<file path="config.mk">
export PLATFORM = sky130hd
export DESIGN_NAME = lcd_msg_scheduler
export DESIGN_NICKNAME = d
export VERILOG_FILES = /design/src/rtl/lcd_msg_scheduler.sv
export SDC_FILE = /design/constraint.sdc
export NUM_CORES = 1
export LEC_CHECK = 0
export ABC_CLOCK_PERIOD_IN_PS = 3350
export CORE_UTILIZATION = 25
export DETAILED_ROUTE_END_ITERATION = 16
export PLACE_DENSITY_LB_ADDON = 0.2
export SYNTH_ARGS = -nofsm -noshare
export SYNTH_HDL_FRONTEND = slang
export SYNTH_SLANG_ARGS = --single-unit
export TNS_END_PERCENT = 20
</file>
<file path="constraint.sdc">
create_clock -name clk -period 3.35 [get_ports clk]
set_input_delay 0.67 -clock clk [delete_from_list [all_inputs] [get_ports clk]]
set_output_delay 0.67 -clock clk [all_outputs]
set_load 0.01 [all_outputs]
</file>
<file path="src/rtl/lcd_msg_scheduler.sv">
// HD44780 8-bit bus owner: power-up wait, 4-command init, then round-robin
// scheduling of fixed-length messages (address command + MSG_LEN characters).
module lcd_msg_scheduler #(
  parameter int NUM_REQ     = 2,
  parameter int MSG_LEN     = 8,
  parameter int SETUP_CYC   = 4,
  parameter int EN_CYC      = 24,
  parameter int HOLD_CYC    = 2400,
  parameter int CLEAR_CYC   = 100000,
  parameter int POWERUP_CYC = 1000000,
  localparam int IW = (MSG_LEN > 1) ? $clog2(MSG_LEN) : 1
) (
  input  logic                 clk,
  input  logic                 reset,
  input  logic [NUM_REQ-1:0]   req,
  input  logic [7*NUM_REQ-1:0] addr_i,
  input  logic [8*NUM_REQ-1:0] char_i,
  output logic [IW-1:0]        char_idx,
  output logic [NUM_REQ-1:0]   grant,
  output logic [NUM_REQ-1:0]   done,
  output logic                 init_done,
  output logic                 busy,
  output logic                 rs,
  output logic                 rw,
  output logic                 enable,
  output logic [7:0]           data
);

  localparam int PW = (NUM_REQ > 1) ? $clog2(NUM_REQ) : 1;
  localparam logic [31:0] SETUP_L = 32'(SETUP_CYC);
  localparam logic [31:0] EN_L    = 32'(EN_CYC);
  localparam logic [31:0] HOLD_L  = 32'(HOLD_CYC);
  localparam logic [31:0] CLEAR_L = 32'(CLEAR_CYC);
  localparam logic [31:0] PWR_L   = 32'(POWERUP_CYC);
  localparam logic [IW-1:0] LAST_IDX = IW'(MSG_LEN - 1);

  typedef enum logic [2:0] {S_PWRUP, S_INIT, S_IDLE, S_ADDR, S_LOAD, S_CHAR} state_t;

  state_t             state_q, state_d;
  logic [31:0]        cnt_q, cnt_d;
  logic [1:0]         init_idx_q, init_idx_d;
  logic [PW-1:0]      ptr_q, ptr_d, win_q, win_d;
  logic [IW-1:0]      char_idx_q, char_idx_d;
  logic [NUM_REQ-1:0] grant_q, grant_d, done_q, done_d;
  logic               init_done_q, init_done_d, busy_q, busy_d;
  logic               rs_q, rs_d, enable_q, enable_d;
  logic [7:0]         data_q, data_d;

  logic [31:0]        hold_s, phase_last_s;
  logic               phase_end_s, arb_found_s;
  logic [PW-1:0]      arb_win_s;
  logic [6:0]         addr_sel_s;
  logic [7:0]         char_sel_s;

  function automatic logic [7:0] init_cmd(input logic [1:0] idx);
    case (idx)
      2'd0:    return 8'h38;
      2'd1:    return 8'h06;
      2'd2:    return 8'h0C;
      2'd3:    return 8'h01;
      default: return 8'h38;
    endcase
  endfunction

  // Byte-phase length; clear-display needs the long hold.
  always_comb begin
    hold_s       = ((data_q == 8'h01) && !rs_q) ? CLEAR_L : HOLD_L;
    phase_last_s = SETUP_L + EN_L + hold_s - 32'd1;
    phase_end_s  = (cnt_q == phase_last_s);
  end

  // Round-robin: first set req bit after the last winner.
  always_comb begin
    logic [PW-1:0] cand_v;
    logic          take_v;
    cand_v      = '0;
    take_v      = 1'b0;
    arb_found_s = 1'b0;
    arb_win_s   = '0;
    for (int i = 1; i <= NUM_REQ; i++) begin
      cand_v      = PW'((int'(ptr_q) + i) % NUM_REQ);
      take_v      = !arb_found_s && req[cand_v];
      arb_win_s   = take_v ? cand_v : arb_win_s;
      arb_found_s = arb_found_s | take_v;
    end
  end

  // Requester slice muxes: address by fresh winner, character by held winner.
  always_comb begin
    addr_sel_s = '0;
    char_sel_s = '0;
    for (int r = 0; r < NUM_REQ; r++) begin
      addr_sel_s = addr_sel_s | ({7{arb_win_s == PW'(r)}} & addr_i[7*r +: 7]);
      char_sel_s = char_sel_s | ({8{win_q == PW'(r)}} & char_i[8*r +: 8]);
    end
  end

  // Next-state and registered-output logic.
  always_comb begin
    state_d     = state_q;
    cnt_d       = cnt_q + 32'd1;
    init_idx_d  = init_idx_q;
    ptr_d       = ptr_q;
    win_d       = win_q;
    char_idx_d  = char_idx_q;
    grant_d     = grant_q;
    done_d      = '0;
    init_done_d = init_done_q;
    rs_d        = rs_q;
    data_d      = data_q;
    case (state_q)
      S_PWRUP: begin
        if (cnt_q == PWR_L - 32'd1) begin
          state_d    = S_INIT;
          cnt_d      = '0;
          init_idx_d = 2'd0;
          rs_d       = 1'b0;
          data_d     = init_cmd(2'd0);
        end else begin
          state_d = S_PWRUP;
        end
      end
      S_INIT: begin
        if (phase_end_s) begin
          cnt_d = '0;
          if (init_idx_q == 2'd3) begin
            state_d     = S_IDLE;
            init_done_d = 1'b1;
          end else begin
            init_idx_d = init_idx_q + 2'd1;
            data_d     = init_cmd(init_idx_q + 2'd1);
          end
        end else begin
          state_d = S_INIT;
        end
      end
      S_IDLE: begin
        cnt_d = '0;
        if (arb_found_s) begin
          state_d            = S_ADDR;
          grant_d            = '0;
          grant_d[arb_win_s] = 1'b1;
          ptr_d              = arb_win_s;
          win_d              = arb_win_s;
          rs_d               = 1'b0;
          data_d             = {1'b1, addr_sel_s};
        end else begin
          state_d = S_IDLE;
        end
      end
      S_ADDR: begin
        if (phase_end_s) begin
          state_d = S_LOAD;
          cnt_d   = '0;
        end else begin
          state_d = S_ADDR;
        end
      end
      S_LOAD: begin
        state_d = S_CHAR;
        cnt_d   = '0;
        rs_d    = 1'b1;
        data_d  = char_sel_s;
      end
      S_CHAR: begin
        if (phase_end_s) begin
          cnt_d = '0;
          if (char_idx_q == LAST_IDX) begin
            state_d    = S_IDLE;
            done_d     = grant_q;
            grant_d    = '0;
            char_idx_d = '0;
          end else begin
            state_d    = S_LOAD;
            char_idx_d = char_idx_q + IW'(1);
          end
        end else begin
          state_d = S_CHAR;
        end
      end
      default: begin
        state_d = S_PWRUP;
        cnt_d   = '0;
      end
    endcase
    busy_d   = (state_d != S_IDLE);
    enable_d = ((state_d == S_INIT) || (state_d == S_ADDR) || (state_d == S_CHAR)) &&
               (cnt_d >= SETUP_L) && (cnt_d < SETUP_L + EN_L);
  end

  // State and output registers.
  always_ff @(posedge clk or posedge reset) begin
    if (reset) begin
      state_q     <= S_PWRUP;
      cnt_q       <= '0;
      init_idx_q  <= 2'd0;
      ptr_q       <= PW'(NUM_REQ - 1);
      win_q       <= '0;
      char_idx_q  <= '0;
      grant_q     <= '0;
      done_q      <= '0;
      init_done_q <= 1'b0;
      busy_q      <= 1'b1;
      rs_q        <= 1'b0;
      enable_q    <= 1'b0;
      data_q      <= 8'h00;
    end else begin
      state_q     <= state_d;
      cnt_q       <= cnt_d;
      init_idx_q  <= init_idx_d;
      ptr_q       <= ptr_d;
      win_q       <= win_d;
      char_idx_q  <= char_idx_d;
      grant_q     <= grant_d;
      done_q      <= done_d;
      init_done_q <= init_done_d;
      busy_q      <= busy_d;
      rs_q        <= rs_d;
      enable_q    <= enable_d;
      data_q      <= data_d;
    end
  end

  assign char_idx  = char_idx_q;
  assign grant     = grant_q;
  assign done      = done_q;
  assign init_done = init_done_q;
  assign busy      = busy_q;
  assign rs        = rs_q;
  assign rw        = 1'b0;
  assign enable    = enable_q;
  assign data      = data_q;

endmodule
</file>
# == Yosys cells after proc, flatten, opt, wreduce, memory -nomap -nowiden ==
# Cells that the tools add are included.
# word_totals
inputBits,34
regBits,58
word_cells,122
# op_classes
mux,41
eq_ne,23
n_addsub,7
bitwise_logic,9
n_lt_le_gt_ge,6
reduce_logical,23
# op_table
operator,count
32-bit 2-to-1 mux,2
32-bit one-hot mux with 2 select lines,1
8-bit one-hot mux with 4 select lines,2
32-bit by 1-bit adder with 32-bit output (second input constant),1
32-bit by 20-bit == test with 1-bit output (second input constant),1
32-bit == test,1
32-bit by 3-bit greater-or-equal comparator with 1-bit output (second input constant),1
32-bit by 5-bit less-than comparator with 1-bit output (second input constant),1
8-bit 2-to-1 mux,4
18-bit by 1-bit subtractor with 19-bit output (second input constant),1
5-bit by 17-bit adder with 18-bit output (first input constant),1
2-bit 2-to-1 mux,9
3-bit 2-to-1 mux,6
3-bit one-hot mux with 6 select lines,1
17-bit 2-to-1 mux,1
8-bit bitwise AND,2
7-bit bitwise AND,2
3-bit == test (second input constant),4
2-bit inequality test (second input constant),6
1-bit 2-to-1 mux,11
3-bit by 2-bit == test with 1-bit output (second input constant),3
8-bit by 1-bit == test with 1-bit output (second input constant),1
8-bit OR,1
2-bit one-hot mux with 2 select lines,2
27 further kinds,44

# == Depth between registers and ports, before layout ==
# logic_depth
depth_word,13
ltp_mapped,9

# == Worst setup path after synthesis ==
# OpenSTA, ideal clock, no wires.
# synth_timing
path_type,register to register
start,register cnt_q[0]
end,register data_q[1] (netlist: data[1])
required_time_ns,3.225
path_buffers,0
t_arrival_ns,2.193
path_stages_with_launch,8
path_slack_ns,1.032
cell_sequence,dfrtp_1 > ha_1 > or4b_1 > nor3_4 > and2_4 > o21ai_2 > a22oi_4 > mux2_4
# synth_via
elab_chain_cells,3
word_cells_on_any_way,5
cone_classes,eq/ne (4); reduce/logical (1)
# synth_rtl
element,line,source
start: declaration,40,"logic [31:0] cnt_q, cnt_d;"
start signal: assignment,209,cnt_q <= cnt_d;
32-bit by 20-bit == test with 1-bit output / 32-bit == test (equally long branches),"113, 69",
2-bit inequality test (no source line),--,
5-bit AND reduction (no source line) *,--,
end signal: assignment,220,data_q <= data_d;
end: declaration,47,"logic [7:0] data_q, data_d;"
# Every way passes the cells marked *; elsewhere a longest branch is shown, timed or not.
# A chain may end at the register's enable or synchronous reset.

# == Final worst setup path ==
# layout_timing
start,register cnt_q[5]
end,register cnt_q[15]
# layout_via
elab_chain_cells,3
word_cells_on_any_way,6
cone_classes,add/sub (1); eq/ne (2); mux (3)
# layout_rtl
element,line,source
32-bit by 1-bit adder with 32-bit output (tied with other cells),101,cnt_d = cnt_q + 32'd1;
"32-bit 2-to-1 mux, on equally long branches",--,
32-bit one-hot mux with 2 select lines *,111,case (state_q)
net cnt_d[15],40,
# The timed path passes the listed nets; every way through them passes the cells marked *.

==> run_results.csv <==
group,metric,value,unit
route,wirelength,9902,um
sta,whs,0.4752,ns
critical_path,cp.required,3.58,ns
synthesis,synth_nets,442,
global_route,grt_pass1_wl,16640,um
power_and_ir_drop,vdd_drop_max,204.5,uV
route,wl_per_cell,15.57,um
layout,final_cells,636,
floorplanning,core,0.01464,mm^2
global_route,grt_start_max_net_pins,31,
synthesis,synth_edf_count,0,
synthesis,synth_area_leader_cell,"dfrtp_1",
layout,num_antenna_cells,0,
sta,grt_setup_unrepaired,"no",
clock_network,cts_tree,"built",
synthesis,synth_area_leaders,"dfrtp_1, mux2i_1, nor2_1",
synthesis,synthDominantCellAreaShare,37.14,%
sta,final_max_slew_viol_count,0,
layout,register_area,0.001454,mm^2
clock_network,hold_buffers,0,
sta,fmax,0.3574,GHz
global_route,grtUsageTotal,13.75,%
place,place_hpwl,7347,um
floorplanning,initial_utilization,25.77,%
clock_network,cts_root_buf,"clkbuf_16",
synthesis,ys.flop_type,"dfrtp_1",
synthesis,synthDistinctLibCells,70,
critical_path,critical_path_arrival,3.03,ns
synthesis,synth_seq_cells,58,
power_and_ir_drop,p_leak,1.997,nW
sta,min_period,2.798,ns
sta,max_slew_margin,47.25,%
critical_path,endpoint_kind,"register",
floorplanning,die_x,124.9,um
floorplanning,ioPinCount,54,
sta,setup_viol,0,
floorplanning,rows,44,
floorplanning,die_y,124.9,um
route,avgViaCountPerCell,4.811,
clock_network,post_cts_buffers,0,
layout,syn_to_final_growth,26.13,%
sta,fin_setup_tns,0,ns
synthesis,yosysWarnings,0,
global_route,grt_pass1_vias,3120,
synthesis,netlist_area,0.003774,mm^2
sta,hold_viol_final,0,
synthesis,yosysSeqAreaShare,38.53,%
synthesis,synth-async-reset-ratio,100.0,%
clock_network,clock_latency,0.34,ns
clock_network,cts_sinks,58,
layout,drive_above_1_share,11.73,%
layout,multi_input_area,0.002135,mm^2
critical_path,criticalPathCategory,"reg -> reg",
place,port_buffers,52,
place,routabilityCongestion,0.7912,
layout,final_nets,488,
clock_network,clkTransAtPathRegs,0.06,ns
sta,finalCritPeriodShare,83.53,%
layout,fillers,1538,
sta,worst_pin_slew,0.7841,ns
status,violations,"design-rule violations",
clock_network,post_cts_resized,0,
status,status,"finished, violations left",
route,drtIter0Drc,161,
clock_network,clk_path_buf_depth,2,
clock_network,cts_buffers,9,
critical_path,cp-start-kind,"register",
global_route,antenna_found_initial,0,
route,vias,3060,
flow_run,drv_cap,0,
sta,fin_skew,0.009500,ns
critical_path,crit_fanout,20,
global_route,grt_overflow,0,
route,antenna_left,0,
hold_path,holdCritPathClass,"reg -> reg",
place,dpl.cell_count,620,
route,drt_first_pass_iters,11,
clock_network,cts_htree_levels,3,
route,drc_errors,2,
synthesis,syn_avg_cell_area,9.411,um^2
power_and_ir_drop,powerDensity,375.7,mW/mm^2
floorplanning,die_area,0.01559,mm^2
synthesis,syn_inst,401,
routing by layer:
metal | wire length (um) | track usage [%] | part of all wire [%]
met5 | 0 | 0 | 0
met4 | 168 | 5.595 | 1.7
met3 | 207 | 2.878 | 2.1
met2 | 4539 | 21.55 | 46
met1 | 4988 | 18.38 | 50
Yosys cell counts, types with 2 or more instances:
library cell and n:
buf_4 6, a211oi_1 2, mux2_4 8, and4_1 4
nand3_1 16, nor2_1 49, dfrtp_1 56, nand2_1 32
clkbuf_1 5, xor2_1 14, o21ai_0 10, buf_2 5
and3_1 9, xnor2_1 19, a21oi_1 15, o2bb2ai_1 2
ha_1 7, and2_1 5, inv_1 12, o221ai_1 3
mux2i_1 20, dfstp_2 2, nor4_1 9, o22ai_1 4
nand2b_1 6, nor2b_1 4, o21a_1 3, nand4_1 10
a21o_1 4, or3_1 3, or2_2 2, or4_1 2
nor3_1 10, mux2_2 4, buf_6 3, a31o_2 2
stage by stage:
| step | power, W | utilization (%) | instance area, um^2 | setup slack [ns] |
|---|---|---|---|---|
| after global placement | 0.0008031 | 30.31 | 4439 | 0.5963 |
| after floorplan | 0.0007506 | - | 3774 | 1.032 |
| after global routing | 0.001864 | 32.50 | 4760 | 0.2575 |
| after detailed placement | 0.0008035 | 30.31 | 4439 | 0.5670 |
| after CTS | 0.001825 | 32.50 | 4760 | 0.5915 |
| final | 0.001788 | 32.50 | 4760 | 0.5518 |
final timing paths:
kind	start	to	slack (ns)	depth (start not counted)
max in group asynchronous	reset	busy$_DFF_PP1_	1.92	3
max reg2reg	cnt_q[5]$_DFF_PP0_	cnt_q[15]$_DFF_PP0_	0.55	7
min reg2reg	cnt_q[0]$_DFF_PP0_	cnt_q[0]$_DFF_PP0_	0.48	1
min	cnt_q[0]$_DFF_PP0_	cnt_q[0]$_DFF_PP0_	0.48	1
min in group asynchronous	reset	cnt_q[15]$_DFF_PP0_	0.76	2
max	cnt_q[5]$_DFF_PP0_	cnt_q[15]$_DFF_PP0_	0.55	7
area by class of cell:
cell class	count	share of cell area [%]
repair buffers	56	12.09
inverters	12	0.9464
clock buffers	11	5.100
well taps	184	4.837
flip-flops and latches	58	30.55
clock inverters	5	1.630
multi-input cells	310	44.85
sequential cells by signal, indices dropped and copies added, names as in the netlist, 2 cells and up:
name	cells
cnt_q	32
grant	2
char_idx	3
init_idx_q	2
state_q	3
done	2
data	8
layout by cell type (no fill, tap or decap), types with 3 or more instances in the layout:
cell type,Yosys,final
a21o_1,4,4
nand4_1,10,10
xor2_1,14,14
and3_1,9,9
o21ai_0,10,10
a21oi_1,15,15
and4_1,4,4
xnor2_1,19,19
o22ai_1,4,4
nor2b_1,4,4
nand2_1,32,32
or3_1,3,3
nor4_1,9,9
clkbuf_16,0,9
nand3_1,16,16
and2_1,5,5
mux2_2,4,4
nor2_1,49,49
nor3_1,10,10
o221ai_1,3,3
nand2b_1,6,6
o21a_1,3,3
inv_1,12,11
clkdlybuf4s50_1,0,52
ha_1,7,7
mux2_4,8,8
mux2i_1,20,20
dfrtp_1,56,56
worst max-delay path: stages (launching register included):
cell	delay [ns]
dfrtp_1	0.65
nor4b_2	0.32
nand4_1	0.24
nor4_1	0.33
nand3_1	0.19
a211oi_4	0.55
buf_12	0.23
o21ba_2	0.17
cells by family (layout without fill, tap and decap cells):
group,count (synthesis),after routing,synth area share [%]
DFF,58,58,38.53
adders and majority gates,7,7,2.321
and+or+nand+nor,180,180,25.93
muxes,33,33,10.05
buffers and inverters,33,84,4.907
xor gates and xnor gates,33,33,7.659
other,1,1,0.09937
AOI/OAI and AO/OA,56,56,10.51
power by group:
part	leakage (nW)	switching [W]	internal [W]
Sequential	0.726	0.00000434	0.000704
Clock	0.156	0.000331	0.000668
Combinational	1.12	0.0000304	0.0000500
Total	2.00	0.000366	0.00142
Power figures use the tool's default switching activity.
